$ cat config.mk
export PLATFORM = sky130hd
export DESIGN_NAME = s2_issue_scheduler
export DESIGN_NICKNAME = d
export VERILOG_FILES = /design/src/rtl/s2_issue_scheduler.sv
export SDC_FILE = /design/constraint.sdc
export NUM_CORES = 1
export LEC_CHECK = 0
export BUFFER_PORTS_ARGS = -buffer_cell sky130_fd_sc_hd__buf_2
export CORE_MARGIN = 2
export CORE_UTILIZATION = 47
export CTS_BUF_LIST = sky130_fd_sc_hd__clkbuf_2
export DETAILED_ROUTE_END_ITERATION = 7
export GPL_TIMING_DRIVEN = 0
export PLACE_DENSITY = 0.76
export SLEW_MARGIN = 25
export SYNTH_ARGS = -nofsm -noshare
export SYNTH_HDL_FRONTEND = slang
export SYNTH_SLANG_ARGS = --single-unit
$ cat constraint.sdc
create_clock -name clk -period 2.6 [get_ports clk]
set_input_delay 0.39 -clock clk [delete_from_list [all_inputs] [get_ports clk]]
set_output_delay 0.39 -clock clk [all_outputs]
set_load 0.005 [all_outputs]
$ cat src/rtl/s2_issue_scheduler.sv
// Stage-2 issue scheduler: packs up to three bool symbols per issue slot, or issues one CDF symbol.
// Optional partial-group idle flush is enabled by defining S2_SCHED_TIMEOUT_EN.
module s2_issue_scheduler #(
  parameter int RANGE_WIDTH    = 16,
  parameter int SYMBOL_WIDTH   = 4,
  parameter int TIMEOUT_CYCLES = 8
) (
  input  logic                       clk,
  input  logic                       reset,
  input  logic                       in_valid,
  output logic                       in_ready,
  input  logic                       in_bool,
  input  logic                       in_last,
  input  logic [SYMBOL_WIDTH-1:0]    in_symbol,
  input  logic [4*RANGE_WIDTH:0]     in_cdf,
  output logic                       out_valid,
  input  logic                       out_ready,
  output logic                       out_bool_1,
  output logic                       out_bool_2,
  output logic                       out_bool_3,
  output logic [SYMBOL_WIDTH-1:0]    out_symbol_1,
  output logic [SYMBOL_WIDTH-1:0]    out_symbol_2,
  output logic [SYMBOL_WIDTH-1:0]    out_symbol_3,
  output logic [4*RANGE_WIDTH:0]     out_cdf
);

  // state    | meaning
  // ST_IDLE  | accumulator empty, CDF may issue directly
  // ST_FILL  | 1-2 bools held, more bools accepted
  // ST_FULL  | 3 bools held or flush pending, waiting for output slot
  typedef enum logic [1:0] {ST_IDLE, ST_FILL, ST_FULL} acc_st_e;

  localparam int CW = 4*RANGE_WIDTH + 1;

  acc_st_e                 acc_st;
  logic [1:0]              acc_cnt_q, acc_cnt_d;
  logic [SYMBOL_WIDTH-1:0] acc_sym_q [3];
  logic [SYMBOL_WIDTH-1:0] acc_sym_d [3];
  logic                    flush_q, flush_d;
  logic                    out_valid_q, out_valid_d;
  logic [2:0]              out_bool_q, out_bool_d;
  logic [SYMBOL_WIDTH-1:0] out_sym_q [3];
  logic [SYMBOL_WIDTH-1:0] out_sym_d [3];
  logic [CW-1:0]           out_cdf_q, out_cdf_d;

  logic out_free, bool_acc, cdf_acc, cdf_block, do_flush;
  logic flush_base, tmo_fire, set_flush;
  logic [2:0] grp_flag;

  always_comb begin
    if (flush_q || acc_cnt_q == 2'd3) acc_st = ST_FULL;
    else if (acc_cnt_q != 2'd0)       acc_st = ST_FILL;
    else                              acc_st = ST_IDLE;
  end

  assign out_free  = !out_valid_q || out_ready;
  assign in_ready  = in_bool ? (acc_st != ST_FULL) : (acc_st == ST_IDLE && out_free);
  assign bool_acc  = in_valid && in_bool && in_ready;
  assign cdf_acc   = in_valid && !in_bool && in_ready;
  // A CDF waiting behind a partial group forces that group out first.
  assign cdf_block = in_valid && !in_bool && (acc_cnt_q != 2'd0) && !flush_q;
  assign do_flush  = flush_q && out_free;
  assign flush_base = (bool_acc && (acc_cnt_q == 2'd2 || in_last)) || cdf_block;
  assign set_flush  = flush_base || tmo_fire;

  always_comb begin
    for (int k = 0; k < 3; k++) grp_flag[k] = (acc_cnt_q > 2'(k));
  end

`ifdef S2_SCHED_TIMEOUT_EN
  localparam int TW = $clog2(TIMEOUT_CYCLES + 1);
  logic [TW-1:0] tmo_q, tmo_d;

  // Down-counter reloaded on every bool accept; terminal count raises the flush.
  always_comb begin
    tmo_d    = tmo_q;
    tmo_fire = 1'b0;
    if (flush_base || do_flush) begin
      tmo_d = '0;
    end else if (bool_acc) begin
      tmo_d = TW'(TIMEOUT_CYCLES);
    end else if (acc_st == ST_FILL && tmo_q != '0) begin
      if (tmo_q == TW'(1)) begin
        tmo_fire = 1'b1;
        tmo_d    = '0;
      end else begin
        tmo_d = tmo_q - TW'(1);
      end
    end
  end

  always_ff @(posedge clk or negedge reset) begin
    if (!reset) tmo_q <= '0;
    else        tmo_q <= tmo_d;
  end
`else
  assign tmo_fire = 1'b0;
`endif

  always_comb begin
    acc_cnt_d   = acc_cnt_q;
    acc_sym_d   = acc_sym_q;
    flush_d     = flush_q;
    out_valid_d = out_valid_q;
    out_bool_d  = out_bool_q;
    out_sym_d   = out_sym_q;
    out_cdf_d   = out_cdf_q;

    if (do_flush) begin
      out_valid_d = 1'b1;
      out_bool_d  = grp_flag;
      out_cdf_d   = '0;
      for (int k = 0; k < 3; k++) begin
        out_sym_d[k] = grp_flag[k] ? acc_sym_q[k] : '0;
        acc_sym_d[k] = '0;
      end
      acc_cnt_d = 2'd0;
      flush_d   = 1'b0;
    end else if (cdf_acc) begin
      out_valid_d  = 1'b1;
      out_bool_d   = 3'b000;
      out_sym_d[0] = in_symbol;
      out_sym_d[1] = '0;
      out_sym_d[2] = '0;
      out_cdf_d    = in_cdf;
    end else if (out_ready) begin
      out_valid_d = 1'b0;
    end

    if (bool_acc) begin
      for (int k = 0; k < 3; k++) begin
        if (acc_cnt_q == 2'(k)) acc_sym_d[k] = in_symbol;
      end
      acc_cnt_d = acc_cnt_q + 2'd1;
    end

    if (set_flush) flush_d = 1'b1;
  end

  always_ff @(posedge clk or negedge reset) begin
    if (!reset) begin
      acc_cnt_q   <= 2'd0;
      flush_q     <= 1'b0;
      out_valid_q <= 1'b0;
      out_bool_q  <= 3'b000;
      out_cdf_q   <= '0;
      for (int k = 0; k < 3; k++) begin
        acc_sym_q[k] <= '0;
        out_sym_q[k] <= '0;
      end
    end else begin
      acc_cnt_q   <= acc_cnt_d;
      flush_q     <= flush_d;
      out_valid_q <= out_valid_d;
      out_bool_q  <= out_bool_d;
      out_cdf_q   <= out_cdf_d;
      for (int k = 0; k < 3; k++) begin
        acc_sym_q[k] <= acc_sym_d[k];
        out_sym_q[k] <= out_sym_d[k];
      end
    end
  end

  assign out_valid    = out_valid_q;
  assign out_bool_1   = out_bool_q[0];
  assign out_bool_2   = out_bool_q[1];
  assign out_bool_3   = out_bool_q[2];
  assign out_symbol_1 = out_sym_q[0];
  assign out_symbol_2 = out_sym_q[1];
  assign out_symbol_3 = out_sym_q[2];
  assign out_cdf      = out_cdf_q;

endmodule

# Word level (Yosys, flattened, before mapping)
# Index checks and enable logic that the tools add are counted.
# totals
reg_bits,96
out_inout_bits,82
wordCells,66
# classes
n_lt_le_gt_ge,3
reduce_logical,23
n_addsub,1
eq_ne,4
muxes,24
# op_table
op,n
2-to-1 mux 65 bit,2
2-to-1 mux 12 bit,4
2-to-1 mux 4 bit,6
logical AND 1 bit,9
nonzero test 2 bit,4
2-to-1 mux 1 bit,7
2-to-1 mux 2 bit,3
2-to-1 mux 3 bit,2
equality test 2 bit (second input constant),2
greater-than comparator 2 x 1 -> 1 bit (second input constant),2
zero test 2 bit,2
logical OR 1 bit,4
zero test 1 bit,3
nonzero test 3 bit,1
adder 2 x 1 -> 2 bit (second input constant),1
equality test 2 x 1 -> 1 bit (second input constant),1
greater-than comparator 2 bit (second input constant),1
inequality test 2 bit (second input constant),1

# Depth between registers and ports, before layout
# depth
depth_word,10
depth_mapped,6
mapped_depth_nobuf,5

# Worst setup path after synthesis
# OpenSTA, ideal clock, no wires.
# synth_timing
kind,reg-to-reg
startpoint,register acc_cnt_q[0]
endpoint,register acc_sym_q[4] in the netlist's numbering
path_stages_with_launch,7
slack_ps,816
arrival_ps,1664
setup_ps,120
t_required_ps,2480
cell_sequence,dfrtp_1 ha_1 nor4bb_1 clkbuf_1 buf_2 nand2_1 a31o_2
# synth_lines
item,line,rtl
start: declaration,36,"logic [1:0] acc_cnt_q, acc_cnt_d;"
start signal: assignment,152,acc_cnt_q <= acc_cnt_d;
end signal: indexed assignment,158,acc_sym_q[k] <= acc_sym_d[k];
end: declaration,37,logic [SYMBOL_WIDTH-1:0] acc_sym_q [3];

# Final worst setup path
# layout_timing
startpoint,register acc_cnt_q[0]
endpoint,output port in_ready
# layout_between
elab_chain_cells,6
elab_cells_between_ends,9
classes_between,eq/ne: 2; mux: 3; reduce/logical: 4
# layout_rtl
item,line,rtl
nonzero test 2 bit or equality test 2 bit (tied branches),"52, 51",
2-to-1 mux 1 bit or logical OR 1 bit (tied branches),"52, 51",
2-to-1 mux 2 bit *,51,if (flush_q || acc_cnt_q == 2'd3) acc_st = ST_FULL;
zero test 2 bit,57,assign in_ready = in_bool ? (acc_st != ST_FULL) : (acc_st == ST_IDLE && out_free);
logical AND 1 bit,57,
2-to-1 mux 1 bit *,57,
end: declaration,11,"output logic in_ready,"
# Every way passes the cells marked *; elsewhere a longest branch is shown, timed or not.

==> impl_metrics.env <==
export IMPL_cp_max_fo=10
export IMPL_clockBufferDepth=2
export IMPL_peakVddDrop_mv=0.417
export IMPL_synth_area_mm2=0.00431
export IMPL_slew_limit_headroom_pct=43.5
export IMPL_track_usage_pct=25.6
export IMPL_yosysTopAreaCellShare_pct=55.8
export IMPL_power_density_mw_per_mm2=970
export IMPL_via_per_inst=5.91
export IMPL_core_area_mm2=0.00881
export IMPL_hold_path_class="primary input to register"
export IMPL_wl_per_cell_um=17.6
export IMPL_io_pins=157
export IMPL_grt_pass1_wl_um=20500
export IMPL_place_hpwl_um=8970
export IMPL_setup_worst_path_start_class="register"
export IMPL_fin_setup_tns_ns=0
export IMPL_clock_sinks=96
export IMPL_n_fill_cell=768
export IMPL_rrSetupSlack_ns=0.35
export IMPL_routed_wirelength_um=13000
export IMPL_routed_via_count=4359
export IMPL_finalCritPeriodShare_pct=92.9
export IMPL_met2_usage_pct=38.7
export IMPL_use_met3_pct=4.85
export IMPL_criticalPathCategory="register to output port"
export IMPL_status="finished, final reports clean"
export IMPL_grt_setup_unrepaired="no"
export IMPL_crit_required_ns=2.21
export IMPL_r2r_end="out_cdf[10]$_DFFE_PN0P_"
export IMPL_seq_area_frac_synth_pct=55.8
export IMPL_r2r_cells=6
export IMPL_numCtsBuffers=9
export IMPL_synth_area_leaders="dfrtp_1 56%, nand4_1 10%, o21ai_0 10%"
export IMPL_grt_busiest_layer="met2"
export IMPL_slew_viol_final=0
export IMPL_area_growth_pct=29.9
export IMPL_drc=0
export IMPL_die_width_um=99.7
export IMPL_clock_latency_ns=0.56
export IMPL_setup_violations_final=0
export IMPL_globalplace_congestion=0.842
export IMPL_arrival_ns=2.02
export IMPL_grt_use_met1_pct=37.4
export IMPL_reg2reg_from="acc_cnt_q[0]$_DFFE_PN0P_"
export IMPL_cts_clk_slew_worst_paths_ns=0.26
export IMPL_start_util_pct=48.9
export IMPL_diodes=0
export IMPL_grt_max_degree=60
export IMPL_rows=34
export IMPL_max_freq_mhz=414
export IMPL_htreeDepth=3
export IMPL_ys_types=28
export IMPL_drtIter0Drc=242
export IMPL_dr_pass1_iters=5
export IMPL_ant_nets=0
export IMPL_p_leak_nw=2.77
export IMPL_cts_root_buf="clkbuf_2"
export IMPL_die_y_um=99.7
export IMPL_nets=704
export IMPL_io_buffer_count=156
export IMPL_ys_seq_elements=96
export IMPL_die_area_mm2=0.00995
export IMPL_drive_gt1_share_pct=32.3
export IMPL_ys_warnings_count=0
export IMPL_syn_inst=435
export IMPL_cap_violations=0
export IMPL_cts_tree="done"
export IMPL_synthesis_nets=515
export IMPL_antenna_found_initial=0
export IMPL_avgSynthCellArea_um2=9.90
export IMPL_hold_viol_final=0
export IMPL_placedCellCount=700
export IMPL_grt_pass1_vias=4108
export IMPL_synth_top_cell_by_area="dfrtp_1"
export IMPL_cp_end_kind="output port"
export IMPL_crit_end="in_ready"
export IMPL_min_period_ns=2.41
export IMPL_critPathLaunch="acc_cnt_q[0]$_DFFE_PN0P_"
export IMPL_skew_ns=0.0341
export IMPL_final_cells=737
export IMPL_globalRoute_totalOverflow=0
export IMPL_tightest_slew_ns=0.839
## power breakdown
group	internal [mW]	switching, mW
clock	0.228	0.512
sequential	2.01	0.283
combinational	0.877	1.52
## Yosys cell counts
cell and number:
o21ai_0 86, o22ai_1 4, nand2b_1 1, nor3_1 1, a21oi_1 2, o2bb2ai_1 1, nor2b_1 2, nor3b_1 1
inv_1 3, buf_2 11, ha_1 5, nor4bb_1 1, nor4b_4 1, a31o_2 13, a32o_1 5, nor2_1 2
nand2_1 8, and3_1 13, nand3_1 6, a22o_1 1, o211ai_1 4, mux2_2 1, dfrtp_1 96, nor4_1 1
o21ai_1 55, buf_4 1, nand4_1 69, clkbuf_1 41
## layout make-up
class / count / area (um2) / area share (%)
clock buffer: 11 / 55.1 / 0.984
timing repair buffer: 179 / 1030 / 18.5
tap: 108 / 135 / 2.41
buffer: 52 / 218 / 3.89
multi-input combinational: 283 / 1680 / 30.1
inverter: 3 / 11.3 / 0.201
sequential: 96 / 2400 / 42.9
clock inverter: 5 / 57.6 / 1.03
## placed cells by master, fill, tap and decap left out, types with 6 or more instances in the layout
master	netlist	final
clkbuf_1	41	38
and3_1	13	13
o21ai_0	86	86
clkbuf_2	0	12
a31o_2	13	13
dfrtp_1	96	96
nand2_1	8	8
o21ai_1	55	55
dlygate4sd3_1	0	22
buf_2	11	166
nand4_1	69	69
nand3_1	6	6
## critical path, cell delays in order (launching register included)
cell and delay, ns:
dfrtp_1 0.50, inv_1 0.12, ha_2 0.25, clkbuf_4 0.22, a21oi_1 0.08, nor3_1 0.16, buf_2 0.15
## routing by layer
metal	up-vias	routed length, um
li1	2018	-
met1	2126	5870
met2	192	6050
met3	23	861
met4	0	223
met5	-	0
## logic make-up (layout without fill, tap and decap cells)
kind of cell	Yosys count	in the layout	share of synthesized area, %
muxes	1	1	0.261
buffers and inverters	56	250	5.29
adders and majority gates	5	5	1.45
and+or+nand+nor	106	106	15.1
DFF	96	96	55.8
AOI/OAI and AO/OA	171	171	22.1
## sequential cells by signal, indices dropped and copies added, names as in the netlist
| register | count |
|---|---|
| out_cdf | 65 |
| acc_sym_q | 12 |
| out_symbol_1 | 4 |
| out_symbol_2 | 4 |
| out_symbol_3 | 4 |
| out_bool_q | 3 |
| acc_cnt_q | 2 |
| flush_q | 1 |
| out_valid | 1 |
## worst min path at each step
stage                                start                     endpoint  cells past startpoint  slack [ns]
finish                          in_cdf[43]      out_cdf[43]$_DFFE_PN0P_                      3        0.03
global route                    in_cdf[43]      out_cdf[43]$_DFFE_PN0P_                      3      0.0007
CTS                             in_cdf[30]      out_cdf[30]$_DFFE_PN0P_                      3      0.0002
detailed placement                   reset    out_bool_q[1]$_DFFE_PN0P_                      1        0.32
global placement    acc_sym_q[7]$_DFF_PN0_  out_symbol_2[3]$_DFFE_PN0P_                      1        0.49
floorplan                            reset     acc_cnt_q[0]$_DFFE_PN0P_                      0        0.09
## metrics by stage
stage                     power [mW]  cell area, um2  hold WS (ns)  util [%]  worst slack (ns)
final                           5.43            5600        0.0301      63.6             0.185
after global routing            5.83            5600      0.000743      63.6            0.0502
after CTS                       5.38            5450      0.000217      61.9             0.110
after detailed placement        4.65            5260         0.323      59.7             0.378
after global placement          4.56            5220         0.491      59.3             0.192
after floorplan                 3.59            4310        0.0944         -             0.816
## repair_timing
action	in CTS	in global routing
hold buffers	8	14
setup endpoints to repair	1	1
endpoints found under the hold margin	44	14
setup buffers	0	0
resized for setup	2	4
No activity file was read; power rests on OpenSTA's default activity.
